`src/rtl/sd_pkg.sv`:
```
// -----------------------------------------------------------------------------
// sd_pkg
//   Shared definitions for the SD CMD-line response receiver.
//   - rx_state_e  : receiver state encoding
//   - FRAME_LEN   : length of a short (R1-style) response frame in bits
//   - CRC_LEN     : width of the CRC7 field
//   - CRC7_POLY   : low-order taps of x^7 + x^3 + 1
//   - crc7_step() : one serial MSB-first CRC7 update
// -----------------------------------------------------------------------------
package sd_pkg;

  localparam int FRAME_LEN = 48;
  localparam int CRC_LEN   = 7;
  localparam logic [CRC_LEN-1:0] CRC7_POLY = 7'h09;

  // Start, transmission, index and argument bits that precede the CRC field.
  localparam int RESP_LEN  = FRAME_LEN - CRC_LEN - 1;
  localparam int BIT_CNT_W = $clog2(FRAME_LEN);

  typedef enum logic [1:0] {
    IDLE       = 2'd0,
    WAIT_START = 2'd1,
    RECV       = 2'd2,
    DONE       = 2'd3
  } rx_state_e;

  // Feedback is the register MSB XOR the incoming bit; when set, the
  // polynomial taps are folded into the shifted register.
  function automatic logic [CRC_LEN-1:0] crc7_step(input logic [CRC_LEN-1:0] crc,
                                                   input logic               din);
    logic fb;
    fb = crc[CRC_LEN-1] ^ din;
    return {crc[CRC_LEN-2:0], 1'b0} ^ (fb ? CRC7_POLY : '0);
  endfunction

endpackage

```
`src/rtl/crc7_serial.sv`:
```
// -----------------------------------------------------------------------------
// crc7_serial
//   Bit-serial CRC7 (x^7 + x^3 + 1, initial value 0, MSB first).
//   Ports:
//     clk     : clock
//     rst_ni  : asynchronous active-low reset, clears the register
//     clr     : synchronous clear, takes priority over en
//     en      : fold bit_in into the register this cycle
//     bit_in  : serial data bit ('bit' itself is a reserved word)
//     crc     : current CRC register contents
// -----------------------------------------------------------------------------
module crc7_serial
  import sd_pkg::*;
(
  input  logic               clk,
  input  logic               rst_ni,
  input  logic               clr,
  input  logic               en,
  input  logic               bit_in,
  output logic [CRC_LEN-1:0] crc
);

  logic [CRC_LEN-1:0] crc_d;
  logic [CRC_LEN-1:0] crc_q;

  // NOTE: every always_comb output gets a default first so no path can
  // leave it unassigned and infer a latch.
  always_comb begin
    crc_d = crc_q;
    if (clr) begin
      crc_d = '0;
    end else if (en) begin
      crc_d = crc7_step(crc_q, bit_in);
    end
  end

  // NOTE: sequential state uses non-blocking assignments only, so every flop
  // samples the pre-edge value of every other flop.
  always_ff @(posedge clk or negedge rst_ni) begin
    if (!rst_ni) begin
      crc_q <= '0;
    end else begin
      crc_q <= crc_d;
    end
  end

  assign crc = crc_q;

endmodule

```
`src/rtl/sd_cmd_rx.sv`:
```
// -----------------------------------------------------------------------------
// sd_cmd_rx
//   Receives one 48-bit SD response from the CMD line per en_i pulse.
//   After arming, waits up to TIMEOUT_CYC high samples for the start bit,
//   then shifts in the remaining 47 bits MSB first, checks CRC7 over bits
//   0..39 and checks the transmission (0) and end (1) bits.
//   Ports:
//     clk_i       : clock, cmd_i sampled on the rising edge
//     rst_ni      : asynchronous active-low reset
//     en_i        : one-cycle arm pulse, honoured only while idle
//     cmd_i       : serial CMD line, idle high
//     busy_o      : armed or receiving
//     resp_o      : frame bits 0..39 (start, transmission, index, argument)
//     crc_o       : received CRC7 field (bits 40..46)
//     crc_ok_o    : computed CRC7 matches crc_o
//     frame_err_o : transmission bit not 0 or end bit not 1
//     valid_o     : one-cycle pulse, result outputs updated
//     timeout_o   : one-cycle pulse, no start bit within TIMEOUT_CYC samples
//   Result outputs hold their last value until the next valid_o.
// -----------------------------------------------------------------------------
module sd_cmd_rx
  import sd_pkg::*;
#(
  parameter int TIMEOUT_CYC = 64
) (
  input  logic                clk_i,
  input  logic                rst_ni,
  input  logic                en_i,
  input  logic                cmd_i,
  output logic                busy_o,
  output logic [RESP_LEN-1:0] resp_o,
  output logic [CRC_LEN-1:0]  crc_o,
  output logic                crc_ok_o,
  output logic                frame_err_o,
  output logic                valid_o,
  output logic                timeout_o
);

  localparam int TMO_W = $clog2(TIMEOUT_CYC + 1);
  localparam int SR_W  = FRAME_LEN - 1;

  localparam logic [TMO_W-1:0]     TMO_LAST = TMO_W'(TIMEOUT_CYC - 1);
  localparam logic [BIT_CNT_W-1:0] BIT_LAST = BIT_CNT_W'(FRAME_LEN - 1);
  localparam logic [BIT_CNT_W-1:0] CRC_END  = BIT_CNT_W'(RESP_LEN);

  rx_state_e            state_d,     state_q;
  logic [TMO_W-1:0]     tmo_cnt_d,   tmo_cnt_q;
  logic [BIT_CNT_W-1:0] bit_cnt_d,   bit_cnt_q;
  // Holds frame bits 0..46; bit 0 ends up in the MSB once bit 46 is in.
  logic [SR_W-1:0]      sr_d,        sr_q;
  logic [RESP_LEN-1:0]  resp_d,      resp_q;
  logic [CRC_LEN-1:0]   crc_fld_d,   crc_fld_q;
  logic                 crc_ok_d,    crc_ok_q;
  logic                 frame_err_d, frame_err_q;
  logic                 valid_d,     valid_q;
  logic                 timeout_d,   timeout_q;
  logic                 busy_d,      busy_q;

  logic                 crc_clr;
  logic                 crc_en;
  logic [CRC_LEN-1:0]   crc_calc;

  crc7_serial u_crc7 (
    .clk    (clk_i),
    .rst_ni (rst_ni),
    .clr    (crc_clr),
    .en     (crc_en),
    .bit_in (cmd_i),
    .crc    (crc_calc)
  );

  always_comb begin
    state_d     = state_q;
    tmo_cnt_d   = tmo_cnt_q;
    bit_cnt_d   = bit_cnt_q;
    sr_d        = sr_q;
    resp_d      = resp_q;
    crc_fld_d   = crc_fld_q;
    crc_ok_d    = crc_ok_q;
    frame_err_d = frame_err_q;
    valid_d     = 1'b0;
    timeout_d   = 1'b0;
    crc_clr     = 1'b0;
    crc_en      = 1'b0;

    unique case (state_q)
      IDLE: begin
        if (en_i) begin
          state_d   = WAIT_START;
          tmo_cnt_d = '0;
          crc_clr   = 1'b1;
        end
      end

      WAIT_START: begin
        if (!cmd_i) begin
          // Start bit is frame bit 0 and is part of the CRC coverage.
          state_d   = RECV;
          bit_cnt_d = BIT_CNT_W'(1);
          sr_d      = {sr_q[SR_W-2:0], cmd_i};
          crc_en    = 1'b1;
        end else if (tmo_cnt_q == TMO_LAST) begin
          state_d   = IDLE;
          tmo_cnt_d = tmo_cnt_q + TMO_W'(1);
          timeout_d = 1'b1;
        end else begin
          tmo_cnt_d = tmo_cnt_q + TMO_W'(1);
        end
      end

      RECV: begin
        crc_en = (bit_cnt_q < CRC_END);
        if (bit_cnt_q == BIT_LAST) begin
          // cmd_i is the end bit; sr_q already holds bits 0..46.
          state_d     = DONE;
          resp_d      = sr_q[SR_W-1 -: RESP_LEN];
          crc_fld_d   = sr_q[CRC_LEN-1:0];
          crc_ok_d    = (crc_calc == sr_q[CRC_LEN-1:0]);
          frame_err_d = sr_q[SR_W-2] | ~cmd_i;
          valid_d     = 1'b1;
        end else begin
          sr_d      = {sr_q[SR_W-2:0], cmd_i};
          bit_cnt_d = bit_cnt_q + BIT_CNT_W'(1);
        end
      end

      DONE: begin
        state_d = IDLE;
      end

      default: begin
        state_d = IDLE;
      end
    endcase

    busy_d = (state_d != IDLE);
  end

  // NOTE: the frame shift register is a plain flop bank, so it is reset along
  // with the rest; an aborted frame leaves nothing behind.
  always_ff @(posedge clk_i or negedge rst_ni) begin
    if (!rst_ni) begin
      state_q     <= IDLE;
      tmo_cnt_q   <= '0;
      bit_cnt_q   <= '0;
      sr_q        <= '0;
      resp_q      <= '0;
      crc_fld_q   <= '0;
      crc_ok_q    <= 1'b0;
      frame_err_q <= 1'b0;
      valid_q     <= 1'b0;
      timeout_q   <= 1'b0;
      busy_q      <= 1'b0;
    end else begin
      state_q     <= state_d;
      tmo_cnt_q   <= tmo_cnt_d;
      bit_cnt_q   <= bit_cnt_d;
      sr_q        <= sr_d;
      resp_q      <= resp_d;
      crc_fld_q   <= crc_fld_d;
      crc_ok_q    <= crc_ok_d;
      frame_err_q <= frame_err_d;
      valid_q     <= valid_d;
      timeout_q   <= timeout_d;
      busy_q      <= busy_d;
    end
  end

  assign busy_o      = busy_q;
  assign resp_o      = resp_q;
  assign crc_o       = crc_fld_q;
  assign crc_ok_o    = crc_ok_q;
  assign frame_err_o = frame_err_q;
  assign valid_o     = valid_q;
  assign timeout_o   = timeout_q;

endmodule

```
`config.mk`:
```
export PLATFORM = sky130hd
export DESIGN_NAME = sd_cmd_rx
export DESIGN_NICKNAME = d
export VERILOG_FILES = /design/src/rtl/sd_pkg.sv /design/src/rtl/crc7_serial.sv /design/src/rtl/sd_cmd_rx.sv
export SDC_FILE = /design/constraint.sdc
export NUM_CORES = 1
export LEC_CHECK = 0
export CORE_MARGIN = 2
export CORE_UTILIZATION = 55
export DETAILED_ROUTE_END_ITERATION = 7
export PLACE_DENSITY_LB_ADDON = 0.05
export SLEW_MARGIN = 10
export SYNTH_ARGS = -nofsm -noshare
export SYNTH_HDL_FRONTEND = slang
export SYNTH_SLANG_ARGS = --single-unit
```
`constraint.sdc`:
```
create_clock -name clk_i -period 3 [get_ports clk_i]
set_input_delay 0.6 -clock clk_i [delete_from_list [all_inputs] [get_ports clk_i]]
set_output_delay 0.6 -clock clk_i [all_outputs]
set_load 0.03 [all_outputs]
```
== Word-level counts from Yosys, hierarchy flattened ==
Cells that the tools add are included.
Storage, ports and cells
  logic and storage cells: 63
  memories: 0
  bits in writable memories: 0
  memory bits (read-only): 0
  register bits after elaboration: 121
  latch bits: 0
Cells by class
  $add $sub $neg: 2
  reduce and logical (&&, ||, !) cells: 8
  $mul: 0
  shift-type cells: 0
  $lt $le $gt $ge: 1
  muxes and demuxes: 26
  bitwise logic cells: 4
  div/mod/pow operators: 0
  eq/ne operators: 10
Operator list (count)
  2-to-1 mux 47 bit: 2
  case mux 47 bit (2 select lines): 1
  2-to-1 mux 7 bit: 4
  case mux 7 bit (2 select lines): 1
  2-to-1 mux 6 bit: 2
  case mux 6 bit (2 select lines): 1
  2-to-1 mux 1 bit: 8
  2-to-1 mux 2 bit: 4
  != test 2 bit (second input constant): 4
  case mux 2 bit (4 select lines): 1
  nonzero test 2 bit: 4
  adder 7 x 1 -> 7 bit (second input constant): 1
  == test 7 x 6 -> 1 bit (second input constant): 1
  == test 7 bit: 1
  bitwise XOR 7 bit: 1
  adder 6 x 1 -> 6 bit (second input constant): 1
  == test 6 bit (second input constant): 1
  < comparator 6 bit (second input constant): 1
  AND reduction 3 bit: 2
  == test 2 bit (second input constant): 2
  2-to-1 mux 4 bit: 1
  == test 2 x 1 -> 1 bit (second input constant): 1
  zero test 2 bit: 1
  case mux 1 bit (2 select lines): 1
  4 further kinds: 4

== Depth between registers and ports, before layout ==
  word-level depth: 5
  gate-level depth with buffers: 10
  mapped depth without buffers: 7

== Modules after synthesis ==
From an unflattened synthesis, not the netlist that was laid out.
Unflattened totals
  cell total of the unflattened synthesis: 350
  area, all modules: 4998.5 µm²
By module, submodules not included
  sd_cmd_rx: cells each 322, times used 1, area an instance 4678.2 µm²
  crc7_serial: cells each 28, times used 1, area an instance 320.3 µm²

== Worst setup path before layout ==
Ideal clock, no wire load.
  kind: flip-flop to flip-flop
  start: reg state_q[0]
  end: reg resp_q[10], in the netlist resp_o[10]
  setup slack: 1.146 ns
  period minus slack after synthesis: 1.854 ns
  arrival: 1.729 ns
  path buffers: 3
  stages on the path, launching flop included: 10
  setup time: 0.125 ns
  cells stage by stage: dfrtp_1 -> inv_1 -> ha_1 -> buf_2 -> nand2_1 -> or2_1 -> buf_6 -> inv_8 -> buf_12 -> mux2_4
On the way
  cells in the longest elaborated chain, start to end: 2
Ends and longest elaborated chain
  from (decl): RTL line sd_cmd_rx.sv:46  | rx_state_e state_d, state_q;
  from (signal assigned): RTL line sd_cmd_rx.sv:155  | state_q <= state_d;
  == test 2 bit: RTL line sd_cmd_rx.sv:86  | unique case (state_q)
  AND reduction 2 bit (no source line)
  to (signal assigned): RTL line sd_cmd_rx.sv:159  | resp_q <= resp_d;
  to (decl): RTL line sd_cmd_rx.sv:51  | logic [RESP_LEN-1:0] resp_d, resp_q;
Every way passes these cells.
A chain may end at the register's enable or synchronous reset.

== Worst setup path after layout ==
  start: reg state_q[0]
  end: reg resp_q[0], in the netlist resp_o[0]
The elaborated chain is that of the path after synthesis.

==> results.txt <==
----------------------------------------------------
[Status]
  Outcome ... completed

[Synthesis]
  Synth area leaders ... sky130_fd_sc_hd__dfrtp_1 (58%), sky130_fd_sc_hd__mux2_4 (12%), sky130_fd_sc_hd__mux2_2 (11%), sky130_fd_sc_hd__buf_12 (1.9%), sky130_fd_sc_hd__nand2_1 (1.7%)
  Syn Nets ... 360
  Ys Warns ... 0
  Synth Instances ... ~350
  Post-synth cell types ... 43
  Synth Area per Inst ... 14.79 um^2
  Sequential fraction of the synthesis area ... between 50% and 60%
  Portion of netlist area occupied by mux cells ... 24.83%
  Synth Area in XOR/XNOR ... between 2 and 2.5%
  Fraction of the mapped netlist area in compound gates ... 3.737%
  Fraction of the mapped netlist area in simple logic gates ... between 5 and 6%
  Combinational family with the most area after synthesis ... multiplexers
  Seq cells post-synth ... ~120
  Synth Flop Type ... sky130_fd_sc_hd__dfrtp_1
  EDFF count, synth ... 0
  Synth Area in Adders ... between 1 and 1.5%
  Combined area of all synthesized cells ... slightly above 5000 um^2
  Largest area contributor in the netlist ... sky130_fd_sc_hd__dfrtp_1
  Asr flop ratio synth ... 100.0%
  Top-area cell type share of the netlist area ... between 50% and 60%

[Timing]
  Ratio of final minimum period to clock period ... 77.31%
  RSZ-0062 raised after global routing ... false
  Worst hold slack ... approximately 0.17 ns
  Post-Route Setup TNS ... 0 ns
  Relative slew slack ... roughly 47%
  Number of hold violations in the final report ... 0
  Setup WS post-layout ... about 0.7 ns
  Clock period minus final worst setup slack ... between 2 and 2.5 ns
  Count of pins over their slew limit ... 0
  Clk_skew ... about 0.009 ns
  Highest Clock Rate ... approximately 430 MHz
  Actual transition at the worst max-transition pin ... around 0.8 ns
  Final-report setup violation count ... 0

[Floorplanning]
  Number of cell rows ... 35
  Die area ... about 10,000 um^2
  Die Width ... ~100 um
  Starting utilization of the core area ... 56.44%
  Number of top-level design ports ... between 50 and 60
  DIE HEIGHT ... a little over 100 um
  Core area ... between 9000 and 10,000 um^2

[Place]
  Setup slack at placement ... 0.6805 ns
  Area after detailed placement ... 5787 um^2
  Buffers added on ports ... between 50 and 60
  Final HPWL from detailed placement ... 5.599 mm
  Final GP Congestion ... approximately 0.82
  Total instance count after detailed placement ... 508

[Setup path]
  Crit start category ... register
  Slowest cell delay on critical path ... between 0.4 and 0.5 ns
  WP data arrival ... ~2.7 ns
  Cells along the critical path ... inv_1 > ha_1 > nand2_1 > or2_1 > inv_8 > mux2_2
  CP endpoint kind ... register
  Kind of cell with the highest combined delay on the critical path ... simple AND/OR/NAND/NOR gates
  Critical path start-end classification ... reg -> reg
  Critical-path cell with the highest stage delay ... sky130_fd_sc_hd__or2_1
  Data required time at the worst endpoint ... approximately 3.4 ns
  Buffers & Inverters on Critical Path ... 2
  CP max FO ... 41

[Drt]
  Post-route DRC violation count ... 0
  Via density ... around 5.3
  Routed Antenna Nets ... 0
  Total wire length ... between 8 and 9 mm
  Router iterations before antenna repair ... 6
  WL/cell ... 16.16 um
  Iteration-0 DRC Markers ... between 100 and 150
  Count of vias placed by the detailed router ... 2,885

[Clocking]
  Clock slew at reported path FFs ... 0.06 ns
  Number of resized instances in the post-cts repair step ... 0
  Number of levels the H-tree was split into ... 4
  Clock tree buffer depth ... 2
  Root buffer cell ... sky130_fd_sc_hd__clkbuf_8
  TritonCTS Buffers ... 17
  Post-CTS setup buffers ... 0
  Clock latency at the later pin of the worst-skew pair ... approximately 0.5 ns
  CTS sink cnt ... approximately 120
  Hold-fix buffer count after cts ... 0
  CTS tree ... yes

[Cells and area]
  FF/Latch Area ... between 3000 and 4000 um^2
  Final core utilization ... 69.09%
  Proportion of layout cells with a drive suffix above 1 ... approximately a third
  Filler cell count in the final layout ... 660
  Finished Layout Cells ... 540
  Area growth syn-to-layout ... 22.42%
  Layout net count ... around 430
  Area of the multi-input gates ... ~1900 um^2
  Number of antenna repair diodes ... 0
  Final design instance area without fill ... approximately 6400 um^2

[Power]
  Overall power consumption ... 5.261 mW
  VDD IR-drop max ... ~0.49 mV
  Leakage component of the power ... slightly below 3 nW
  Power per Cell Area ... 828.1 nW/um^2

[Global routing]
  Global Route Usage Sum ... between 10% and 20%
  Pin count of the biggest net entering global routing ... 65
  Total congestion overflow ... 0
  Via count of the first global-routing pass ... roughly 2,900
  First-pass GRT wire length ... ~15 mm
  Initial antenna violation count ... 0

[Hold path]
  Hold/Removal Path Class ... in -> async

[Run]
  Number of max-cap violations ... 0

----------------------------------------------------
final timing paths:
kind,startpoint,to,slack (ns),depth (start not counted)
max,state_q[0],resp_o[0],0.68,6
min,rst_ni,resp_o[34],0.17,1
max reg2reg,state_q[0],resp_o[0],0.68,6
min reg2reg,resp_o[38],resp_o[38],0.49,2
max in group asynchronous,rst_ni,crc_o[6],2.04,2
min in group clk_i,resp_o[38],resp_o[38],0.49,2
per-layer routing:
layer | GRT usage, % | up-vias | part of all wire (%)
li1 | - | 1365 | -
met1 | 27.25 | 1462 | 49
met2 | 28.88 | 49 | 47
met3 | 5.107 | 9 | 3.3
met4 | 6.549 | 0 | 1.3
met5 | 0 | - | 0
synth_stat cells, types with 2 or more instances:
cell type / count
sky130_fd_sc_hd__nand4_1: 5
sky130_fd_sc_hd__dfrtp_1: 121
sky130_fd_sc_hd__buf_2: 6
sky130_fd_sc_hd__buf_4: 4
sky130_fd_sc_hd__and2_1: 3
sky130_fd_sc_hd__buf_12: 5
sky130_fd_sc_hd__o22ai_1: 2
sky130_fd_sc_hd__inv_1: 8
sky130_fd_sc_hd__o221ai_1: 2
sky130_fd_sc_hd__nand3_1: 3
sky130_fd_sc_hd__o21ai_0: 12
sky130_fd_sc_hd__xnor2_1: 5
sky130_fd_sc_hd__ha_1: 5
sky130_fd_sc_hd__nand2b_1: 2
sky130_fd_sc_hd__mux2_2: 50
sky130_fd_sc_hd__mux2_4: 43
sky130_fd_sc_hd__nand2_1: 24
sky130_fd_sc_hd__nor2_1: 11
sky130_fd_sc_hd__mux2i_1: 8
sky130_fd_sc_hd__xor2_1: 8
sky130_fd_sc_hd__a31oi_1: 2
sequential cells by signal, indices dropped and copies added, names as in the netlist:
signal	count
tmo_cnt_q	7
state_q	2
crc_ok_o	1
busy_o	1
resp_o	40
sr_q	47
bit_cnt_q	6
frame_err_o	1
crc_o	7
u_crc7.crc	7
timeout_o	1
valid_o	1
cell families (layout without fill, tap and decap cells):
| group | count (synthesis) | count (layout) |
|---|---|---|
| DFF | 121 | 121 |
| muxes | 101 | 101 |
| and+or+nand+nor | 57 | 57 |
| AOI/OAI and AO/OA | 28 | 28 |
| buffers and inverters | 26 | 104 |
| xor gates and xnor gates | 13 | 13 |
| adders and majority gates | 5 | 5 |
cell usage in the layout (no fill, tap or decap), drive strengths merged, types with 3 or more instances in the layout:
| cell type | count |
|---|---|
| nand4 | 5 |
| clkinvlp | 4 |
| buf | 9 |
| clkbuf | 18 |
| o21ai | 13 |
| nor2 | 11 |
| clkdlybuf4s50 | 54 |
| nand2 | 24 |
| xnor2 | 5 |
| mux2 | 93 |
| inv | 11 |
| mux2i | 8 |
| ha | 5 |
| nand3 | 3 |
| xor2 | 8 |
| and2 | 3 |
| clkinv | 6 |
| dfrtp | 121 |
where the power goes:
part / internal [mW] / leakage, nW / switching (mW)
clock: 1.18 / 0.268 / 0.737
sequential: 1.90 / 1.61 / 0.211
combinational: 0.638 / 1.11 / 0.592
worst register-to-register path, delay by kind of cell (launching register included):
| family | cells | cell delay [ns] |
|---|---|---|
| and+or+nand+nor | 2 | 0.63 |
| DFF | 1 | 0.38 |
| adders and majority gates | 1 | 0.33 |
| muxes | 1 | 0.39 |
| buffers and inverters | 2 | 0.48 |
area by class of cell:
class	instances	area share (%)
inverter	9	0.6499
multi-input combinational	204	30.62
sequential	121	47.66
tap	111	2.186
timing repair buffer	63	9.965
clock inverter	14	2.343
clock buffer	18	6.577
(Power assumes the default switching activity.)
